**src/rtl/free_list_if.sv**
```systemverilog
// Rename-side free list bus: dispatch alloc, ROB commit/free/walk and flush signals.
// dup_err exists only when FREELIST_DUP_CHECK_EN is defined.
interface free_list_if #(
  parameter int PREG_NUM = 64
) ();
  localparam int IDX_W = $clog2(PREG_NUM);

  logic             alloc0_req;
  logic             alloc1_req;
  logic [IDX_W-1:0] alloc0_prd;
  logic [IDX_W-1:0] alloc1_prd;
  logic             alloc_ready;
  logic             commit0_valid;
  logic             commit1_valid;
  logic             free0_valid;
  logic [IDX_W-1:0] free0_prd;
  logic             free1_valid;
  logic [IDX_W-1:0] free1_prd;
  logic             flush_valid;
  logic             walk0_valid;
  logic             walk1_valid;
  logic [IDX_W:0]   spec_count;
`ifdef FREELIST_DUP_CHECK_EN
  logic             dup_err;
`endif

  modport slave (
    input  alloc0_req, alloc1_req, commit0_valid, commit1_valid,
    input  free0_valid, free0_prd, free1_valid, free1_prd,
    input  flush_valid, walk0_valid, walk1_valid,
`ifdef FREELIST_DUP_CHECK_EN
    output dup_err,
`endif
    output alloc0_prd, alloc1_prd, alloc_ready, spec_count
  );

  modport master (
    output alloc0_req, alloc1_req, commit0_valid, commit1_valid,
    output free0_valid, free0_prd, free1_valid, free1_prd,
    output flush_valid, walk0_valid, walk1_valid,
`ifdef FREELIST_DUP_CHECK_EN
    input  dup_err,
`endif
    input  alloc0_prd, alloc1_prd, alloc_ready, spec_count
  );
endinterface

```
**src/rtl/free_list.sv**
```systemverilog
// Circular free-preg FIFO with speculative and committed heads for cheap flush rollback.
// Optional duplicate-free detection is enabled by defining FREELIST_DUP_CHECK_EN.
module free_list #(
  parameter int PREG_NUM = 64,
  parameter int ARCH_NUM = 32,
  parameter int DEPTH    = PREG_NUM - ARCH_NUM
) (
  input  logic       clock,
  input  logic       reset,
  free_list_if.slave bus
);
  localparam int IDX_W = $clog2(PREG_NUM);
  localparam int AW    = $clog2(DEPTH);
  localparam int PW    = AW + 1;
  localparam int CW    = IDX_W + 1;

  logic [IDX_W-1:0] mem_q [DEPTH];
  logic [IDX_W-1:0] mem_d [DEPTH];
  logic [PW-1:0]    spec_head_q, spec_head_d;
  logic [PW-1:0]    cmt_head_q, cmt_head_d;
  logic [PW-1:0]    tail_q, tail_d;
  logic [PW-1:0]    occ;
  logic             alloc_ready;
  logic             walk_any;
  logic             alloc_fire;
  logic [AW-1:0]    spec_idx, spec_idx1;
  logic [AW-1:0]    tail_idx0, tail_idx1;

  assign occ            = tail_q - spec_head_q;
  assign alloc_ready    = occ >= PW'(2);
  assign bus.spec_count = CW'(occ);
  assign bus.alloc_ready = alloc_ready;

  // Walk has priority over alloc; flush overrides both.
  assign walk_any   = bus.walk0_valid | bus.walk1_valid;
  assign alloc_fire = alloc_ready & ~bus.flush_valid & ~walk_any;

  assign spec_idx       = spec_head_q[AW-1:0];
  assign spec_idx1      = spec_idx + AW'(bus.alloc0_req);
  assign bus.alloc0_prd = mem_q[spec_idx];
  assign bus.alloc1_prd = mem_q[spec_idx1];

  assign tail_idx0 = tail_q[AW-1:0];
  assign tail_idx1 = tail_idx0 + AW'(bus.free0_valid);

  always_comb begin
    cmt_head_d  = cmt_head_q + PW'(bus.commit0_valid) + PW'(bus.commit1_valid);
    tail_d      = tail_q + PW'(bus.free0_valid) + PW'(bus.free1_valid);
    spec_head_d = spec_head_q;
    if (bus.flush_valid) begin
      spec_head_d = cmt_head_d;
    end else if (walk_any) begin
      spec_head_d = spec_head_q + PW'(bus.walk0_valid) + PW'(bus.walk1_valid);
    end else if (alloc_fire) begin
      spec_head_d = spec_head_q + PW'(bus.alloc0_req) + PW'(bus.alloc1_req);
    end
  end

  always_comb begin
    for (int j = 0; j < DEPTH; j++) begin
      mem_d[j] = mem_q[j];
    end
    if (bus.free0_valid) mem_d[tail_idx0] = bus.free0_prd;
    if (bus.free1_valid) mem_d[tail_idx1] = bus.free1_prd;
  end

  for (genvar gi = 0; gi < DEPTH; gi++) begin : g_entry
    always_ff @(posedge clock or posedge reset) begin
      if (reset) mem_q[gi] <= IDX_W'(ARCH_NUM + gi);
      else       mem_q[gi] <= mem_d[gi];
    end
  end

  // Reset tail carries the wrap bit so the list starts full.
  always_ff @(posedge clock or posedge reset) begin
    if (reset) begin
      spec_head_q <= '0;
      cmt_head_q  <= '0;
      tail_q      <= PW'(DEPTH);
    end else begin
      spec_head_q <= spec_head_d;
      cmt_head_q  <= cmt_head_d;
      tail_q      <= tail_d;
    end
  end

`ifdef FREELIST_DUP_CHECK_EN
  localparam logic [PREG_NUM-1:0] MAP_RESET = {PREG_NUM{1'b1}} << ARCH_NUM;

  logic [PREG_NUM-1:0] in_list_q, in_list_d;
  logic                dup_q, dup_d;
  logic [PW-1:0]       flush_cnt;
  logic [AW-1:0]       walk_idx1;

  assign flush_cnt = tail_d - cmt_head_d;
  assign walk_idx1 = spec_idx + AW'(bus.walk0_valid);

  always_comb begin
    in_list_d = in_list_q;
    if (bus.flush_valid) begin
      // Rebuild from the surviving committed window, including this cycle's frees.
      in_list_d = '0;
      for (int j = 0; j < DEPTH; j++) begin
        if (PW'(AW'(j) - cmt_head_d[AW-1:0]) < flush_cnt) in_list_d[mem_d[j]] = 1'b1;
      end
    end else begin
      if (walk_any) begin
        if (bus.walk0_valid) in_list_d[mem_q[spec_idx]]  = 1'b0;
        if (bus.walk1_valid) in_list_d[mem_q[walk_idx1]] = 1'b0;
      end else if (alloc_fire) begin
        if (bus.alloc0_req) in_list_d[mem_q[spec_idx]]  = 1'b0;
        if (bus.alloc1_req) in_list_d[mem_q[spec_idx1]] = 1'b0;
      end
      if (bus.free0_valid) in_list_d[bus.free0_prd] = 1'b1;
      if (bus.free1_valid) in_list_d[bus.free1_prd] = 1'b1;
    end
  end

  always_comb begin
    dup_d = dup_q
          | (bus.free0_valid & in_list_q[bus.free0_prd])
          | (bus.free1_valid & in_list_q[bus.free1_prd])
          | (bus.free0_valid & bus.free1_valid & (bus.free0_prd == bus.free1_prd));
  end

  always_ff @(posedge clock or posedge reset) begin
    if (reset) begin
      in_list_q <= MAP_RESET;
      dup_q     <= 1'b0;
    end else begin
      in_list_q <= in_list_d;
      dup_q     <= dup_d;
    end
  end

  assign bus.dup_err = dup_q;
`endif
endmodule

```
**src/flat_wrapper.sv**
```systemverilog
// flat-port wrapper written by rule: the top's interface ports become plain ports
module free_list_flat 
#(
  parameter int PREG_NUM = 64,
  parameter int ARCH_NUM = 32,
  parameter int DEPTH    = PREG_NUM - ARCH_NUM
)
  (clock, reset, bus_alloc0_req, bus_alloc1_req, bus_commit0_valid, bus_commit1_valid, bus_free0_valid, bus_free0_prd, bus_free1_valid, bus_free1_prd, bus_flush_valid, bus_walk0_valid, bus_walk1_valid, bus_alloc0_prd, bus_alloc1_prd, bus_alloc_ready, bus_spec_count);
  free_list_if #(.PREG_NUM(PREG_NUM)) bus_i ();
  input  logic clock;
  input  logic reset;
  input wire logic [$bits(bus_i.alloc0_req)-1:0] bus_alloc0_req;
  input wire logic [$bits(bus_i.alloc1_req)-1:0] bus_alloc1_req;
  input wire logic [$bits(bus_i.commit0_valid)-1:0] bus_commit0_valid;
  input wire logic [$bits(bus_i.commit1_valid)-1:0] bus_commit1_valid;
  input wire logic [$bits(bus_i.free0_valid)-1:0] bus_free0_valid;
  input wire logic [$bits(bus_i.free0_prd)-1:0] bus_free0_prd;
  input wire logic [$bits(bus_i.free1_valid)-1:0] bus_free1_valid;
  input wire logic [$bits(bus_i.free1_prd)-1:0] bus_free1_prd;
  input wire logic [$bits(bus_i.flush_valid)-1:0] bus_flush_valid;
  input wire logic [$bits(bus_i.walk0_valid)-1:0] bus_walk0_valid;
  input wire logic [$bits(bus_i.walk1_valid)-1:0] bus_walk1_valid;
  output wire logic [$bits(bus_i.alloc0_prd)-1:0] bus_alloc0_prd;
  output wire logic [$bits(bus_i.alloc1_prd)-1:0] bus_alloc1_prd;
  output wire logic [$bits(bus_i.alloc_ready)-1:0] bus_alloc_ready;
  output wire logic [$bits(bus_i.spec_count)-1:0] bus_spec_count;
  assign bus_i.alloc0_req = bus_alloc0_req;
  assign bus_i.alloc1_req = bus_alloc1_req;
  assign bus_i.commit0_valid = bus_commit0_valid;
  assign bus_i.commit1_valid = bus_commit1_valid;
  assign bus_i.free0_valid = bus_free0_valid;
  assign bus_i.free0_prd = bus_free0_prd;
  assign bus_i.free1_valid = bus_free1_valid;
  assign bus_i.free1_prd = bus_free1_prd;
  assign bus_i.flush_valid = bus_flush_valid;
  assign bus_i.walk0_valid = bus_walk0_valid;
  assign bus_i.walk1_valid = bus_walk1_valid;
  assign bus_alloc0_prd = bus_i.alloc0_prd;
  assign bus_alloc1_prd = bus_i.alloc1_prd;
  assign bus_alloc_ready = bus_i.alloc_ready;
  assign bus_spec_count = bus_i.spec_count;
  free_list #(.PREG_NUM(PREG_NUM), .ARCH_NUM(ARCH_NUM), .DEPTH(DEPTH)) u_core (.clock(clock), .reset(reset), .bus(bus_i));
endmodule
```
**config.mk**
```make
export PLATFORM = sky130hd
export DESIGN_NAME = free_list_flat
export DESIGN_NICKNAME = d
export VERILOG_FILES = /design/src/rtl/free_list_if.sv /design/src/rtl/free_list.sv /design/src/flat_wrapper.sv
export SDC_FILE = /design/constraint.sdc
export NUM_CORES = 1
export LEC_CHECK = 0
export CORE_MARGIN = 2
export CORE_UTILIZATION = 55
export CTS_CLUSTER_DIAMETER = 30
export DETAILED_ROUTE_END_ITERATION = 10
export GPL_TIMING_DRIVEN = 0
export PLACE_DENSITY_LB_ADDON = 0.3
export SYNTH_ARGS = -nofsm -noshare
export SYNTH_HDL_FRONTEND = slang
export SYNTH_SLANG_ARGS = --single-unit
```
**constraint.sdc**
```tcl
create_clock -name clock -period 17 [get_ports clock]
set_input_delay 3.4 -clock clock [delete_from_list [all_inputs] [get_ports clock]]
set_output_delay 3.4 -clock clock [all_outputs]
set_load 0.03 [all_outputs]
```
# == Yosys cells after proc, flatten, opt, wreduce, memory -nomap -nowiden ==
# Index checks and enable logic that the tools add are counted.
# totals
regBits,210
in_bits,23
output_inout_bits,20
wordCells,82
# classes
addsub,11
magnitude_cmp,7
n_mux,17
bitwise,9
n_reduce_logical,3
# op_table
op,n
bitwise mux 192 bit,2
two-way mux 192 bit,2
binary-select mux 6 bit (select 5 bit),2
demux 6 bit (select 5 bit),2
two-way mux 6 bit,9
adder 6 x 1 -> 6 bit,8
>= comparator 6 bit (second input constant),4
NOT 5 -> 6 bit,4
< comparator 6 x 1 -> 1 bit (second input constant),2
adder 5 x 1 -> 5 bit,2
>= comparator 6 x 2 -> 1 bit (second input constant),1
subtractor 6 bit,1
nonzero test 3 bit,1
AND 1 bit,2
logical AND 1 bit,2
NOT 1 bit,2
bitwise OR 1 bit,1

# == Depth between registers and ports, before layout ==
# Gate-level depths: netlist of run 1.
# logic_depth
ltp_word,9
ltp_mapped,12
ltp_nobuf,10

# == Worst setup path before layout of run 1 ==
# Ideal clock, no wire load.
# synth_path
kind,input to output
from,in bus_alloc0_req
to,out bus_alloc1_prd[2]
t_arrival_ns,5.610
t_required_ns,13.600
slack_ns,7.990
stages,7
n_path_buf,2
cell_sequence,ha_1 > ha_1 > buf_2 > buf_1 > mux4_2 > mux4_2 > mux2_2
# synth_between
elab_chain_len,5
# synth_rtl
item,line,rtl
from (decl),flat_wrapper.sv:12,input wire logic [$bits(bus_i.alloc0_req)-1:0] bus_alloc0_req;
adder 5 x 1 -> 5 bit,free_list.sv:39,assign spec_idx1 = spec_idx + AW'(bus.alloc0_req);
NOT 5 -> 6 bit (implied by the code),free_list.sv:41,assign bus.alloc1_prd = mem_q[spec_idx1];
binary-select mux 6 bit (select 5 bit),free_list.sv:41,
two-way mux 6 bit (implied by the code) (2 in series),free_list.sv:41,
to (decl),flat_wrapper.sv:24,output wire logic [$bits(bus_i.alloc1_prd)-1:0] bus_alloc1_prd;
# No other way between the ends. The select of a mux whose other input is x is not followed.

# == Worst setup path after layout of run 1 ==
# layout_path
from,in bus_alloc0_req
to,out bus_alloc1_prd[5]
# Same word-level chain as after synthesis.

==> impl_metrics.toml, run 1 <==
[clock_tree]
post_cts_buffers = 0
postCtsHoldBufs = 0
cts.sinks = 210
clk_path_buf_depth = 3
clock_latency_ps = 560
cts_htree_levels = 2
cts_resized = 0
cts_tree = "done"
numCtsBuffers = 52
clk_pin_slew_ps = 50
cts-root-buf = "clkbuf_16"

[grt]
antenna_found_initial = 1
grt_pass1_vias = 11200
grt_first_pass_wirelength_microns = 68100
grt_max_degree = 127
grt_use_total_pct = 35.3
grt.overflow.total = 0

[run_status]
outcome = "finished, final reports clean"

[floorplan]
core_sq_um = 25000
fp-row-count = 58
initial_core_util_pct = 55.7
io_pins = 43
fp.dieH_microns = 163
die_w_microns = 163
die_area_sq_um = 26600

[synth]
synth_fp_nets = 1253
syn_inst = 1212
synth_top_area_share_pct = 21.4
synth_ff_type = "dfstp_2"
ys_ff_latch = 210
synth_seq_area_share_pct = 38.8
syn_area_sq_um = 13900
synth_cell_types = 46
yosys_warnings = 0
async_flop_share_pct = 100
postSynthAreaPerCell_sq_um = 11.5
yosysTopAreaCell = "dfstp_2"
synth_edf_count = 0
synth_area_leaders = "dfstp_2 (21%), mux4_2 (19%), dfrtp_1 (17%), mux2i_1 (11%), mux2_2 (4.9%)"

[placed_design]
hpwl_microns = 32800
placed_cells = 1584
io_buffers = 41
place_congestion = 1.01

[power]
combPwrFrac_pct = 50.8
peakVddDrop_v = 0.000224
p_int_w = 0.00252
p_seq_share_pct = 24.9
power_density_nw_per_um2 = 251
switching_share_pct = 39.4
finalPower_w = 0.00416
p_sw_w = 0.00164
power_leakage_nw = 6.62
clock_power_share_pct = 24.2

[sta]
final_hold_viol_count = 0
worst_slew_pin_slew_ps = 1140
min_period_ps = 10910
timing.hold.ws_ps = 507
fmaxAchievable_ghz = 0.0917
setup_viol = 0
fin_setup_tns_ps = 0
final.period_utilization_pct = 64.2
slew-limit-headroom_pct = 24.1
rsz0062_at_grt = "false"
fin_skew_ps = 15.8
slew_viol_final = 0

[hold_path]
min_path_type = "register to register"

[drt]
vias = 11200
drt_wl_total_microns = 46100
via_per_inst = 6.66
drtAntennaViolNets = 0
wl_per_cell_microns = 27.4
dr.pass1.iters = 5
post-route-drc-count = 0
drt_iter0_markers = 1557

[run]
cap_violations = 0

[critical_path]
critPathSlowestCell = "buf_1"
slowest_delay_ps = 790
crit_path_start_kind = "input pin"
cp-end-kind = "output pin"
cp_max_fo = 10
critical_path_arrival_ps = 7510
cp.required_ps = 13600
crit_chain = "clkdlybuf4s50_1 > ha_1 > ha_1 > buf_2 > buf_1 > mux4_2 > mux4_2 > mux2_2 > clkdlybuf4s50_1"
worstSetupPathType = "input pin to output pin"

[layout]
area_growth_pct = 19.1
finalNetCount = 1349
final_cells = 1681
nFillCells = 1896
drive_gt1_share_pct = 31.8
finish.utilization_pct = 66.3
-- synth_stat cells, types with 7 or more instances --
master	number
inv_1	21
nand2_1	142
ha_1	13
nor2_1	84
mux4_2	120
buf_2	25
buf_1	13
a21oi_1	59
mux2i_1	151
xnor2_1	13
mux2_2	61
xor2_1	7
inv_2	7
dfrtp_1	97
o21ai_1	91
nor3_1	14
dfstp_2	113
clkbuf_1	57
nand3_1	19
mux2_1	45
-- flip-flops by register name, summed over array words and instances (netlist names) --
name and flops:
u_core.tail_q 6, u_core.spec_head_q 6, u_core.cmt_head_q 6, u_core.mem_q 192
-- cells in the final DEF, fill, tap and decap left out, types with 3 or more instances in the layout --
cell,netlist,routed
mux2_1,45,45
dfrtp_1,97,97
inv_2,7,7
nor2_1,84,84
fa_1,5,5
clkinvlp_4,0,3
mux2_2,61,61
or3_1,4,4
nor3b_1,4,4
buf_6,4,4
dfstp_2,113,113
clkbuf_1,57,66
mux2i_1,151,151
clkinv_4,0,6
inv_6,0,3
xor2_1,7,7
nor2_2,5,5
inv_1,21,20
clkbuf_16,0,53
nand2_1,142,142
buf_1,13,13
clkdlybuf4s50_1,0,41
buf_2,25,25
xnor2_1,13,13
nand3_1,19,19
mux4_2,120,120
o21ai_0,5,5
clkinv_2,0,7
and3_1,4,4
nor3_1,14,14
clkbuf_8,0,9
ha_1,13,13
a21oi_1,59,59
bufinv_16,0,5
o21ai_1,91,91
nand2b_1,4,4
-- cell families after synthesis --
family,Yosys count,synth area share (%)
mux,377,38.9
buf+inv,129,3.98
compound gates,167,6.32
other cells,1,0.0270
xor+xnor,20,1.26
fa+ha+maj,18,1.89
flops,210,38.8
simple gates,290,8.80
-- critical path, delay by kind of cell --
kind / cells / cell delay, ps
adders and majority gates: 2 / 620
buffers and inverters: 4 / 2220
muxes: 3 / 1250
-- layout make-up --
cell class,count,area (sq um),area share (%)
antenna,1,2.50,0.0151
buffer,101,448,2.71
clock buffer,71,1480,8.97
clock inverter,25,307,1.85
inverter,28,113,0.680
multi-input combinational,873,7950,48.0
sequential,210,5400,32.6
tap,330,413,2.49
timing repair buffer,42,438,2.65
-- stage by stage --
stage                     setup WS [ps]  cell area, sq um
after floorplan                    7990             13900
after global placement             4960             14700
after detailed placement           6240             14800
after CTS                          6230             16500
after global routing               6090             16500
final                              6090             16600
-- power by group through the flow --
stage | combinational [W] | sequential, W | clock [W]
3_3_place_gp | 0.00201 | 0.00100 | 0
6_report | 0.00211 | 0.00104 | 0.00101
4_1_cts | 0.00207 | 0.00103 | 0.00101
2_1_floorplan | 0.00146 | 0.000954 | 0
3_5_place_dp | 0.00206 | 0.00102 | 0
5_1_grt | 0.00220 | 0.00106 | 0.00104
-- final timing paths --
check | endpoint | depth (start not counted) | slack (ps) | start
min in group asynchronous | u_core.tail_q[4] | 2 | 3320 | reset
max in group asynchronous | u_core.mem_q[63] | 3 | 12650 | reset
worst max register to register | u_core.spec_head_q[4] | 9 | 13860 | u_core.spec_head_q[3]
worst min register to register | u_core.cmt_head_q[5] | 1 | 510 | u_core.cmt_head_q[5]
worst min-delay path | u_core.cmt_head_q[5] | 1 | 510 | u_core.cmt_head_q[5]
worst max-delay path | bus_alloc1_prd[5] | 9 | 6090 | bus_alloc0_req
-- per-layer routing --
layer / up-vias / wire, microns / GRT usage, % / part of all wire [%]
li1: 4656 / - / - / -
met1: 5612 / 17500 / 45.8 / 38
met2: 746 / 20900 / 54.2 / 45
met3: 177 / 4690 / 8.58 / 10
met4: 0 / 3000 / 20.8 / 6.5
met5: - / 0 / 0 / 0
No activity file was read; power rests on OpenSTA's default activity.
==> run 2, diff against run 1 <==
Clock period 17 ns to 9.4 ns, I/O delays scaled along.
==> results of run 2 <==
Same layout as run 1 (identical final DEF). Status: finished, final reports clean.
Among the figures that moved: setup slack after placement 6240 ps -> 1680 ps; setup slack after layout 6090 ps -> 1530 ps; register-to-register setup slack 13860 ps -> 6260 ps; total power 0.00416 W -> 0.00752 W; worst IR drop on VDD 0.000224 V -> 0.000404 V
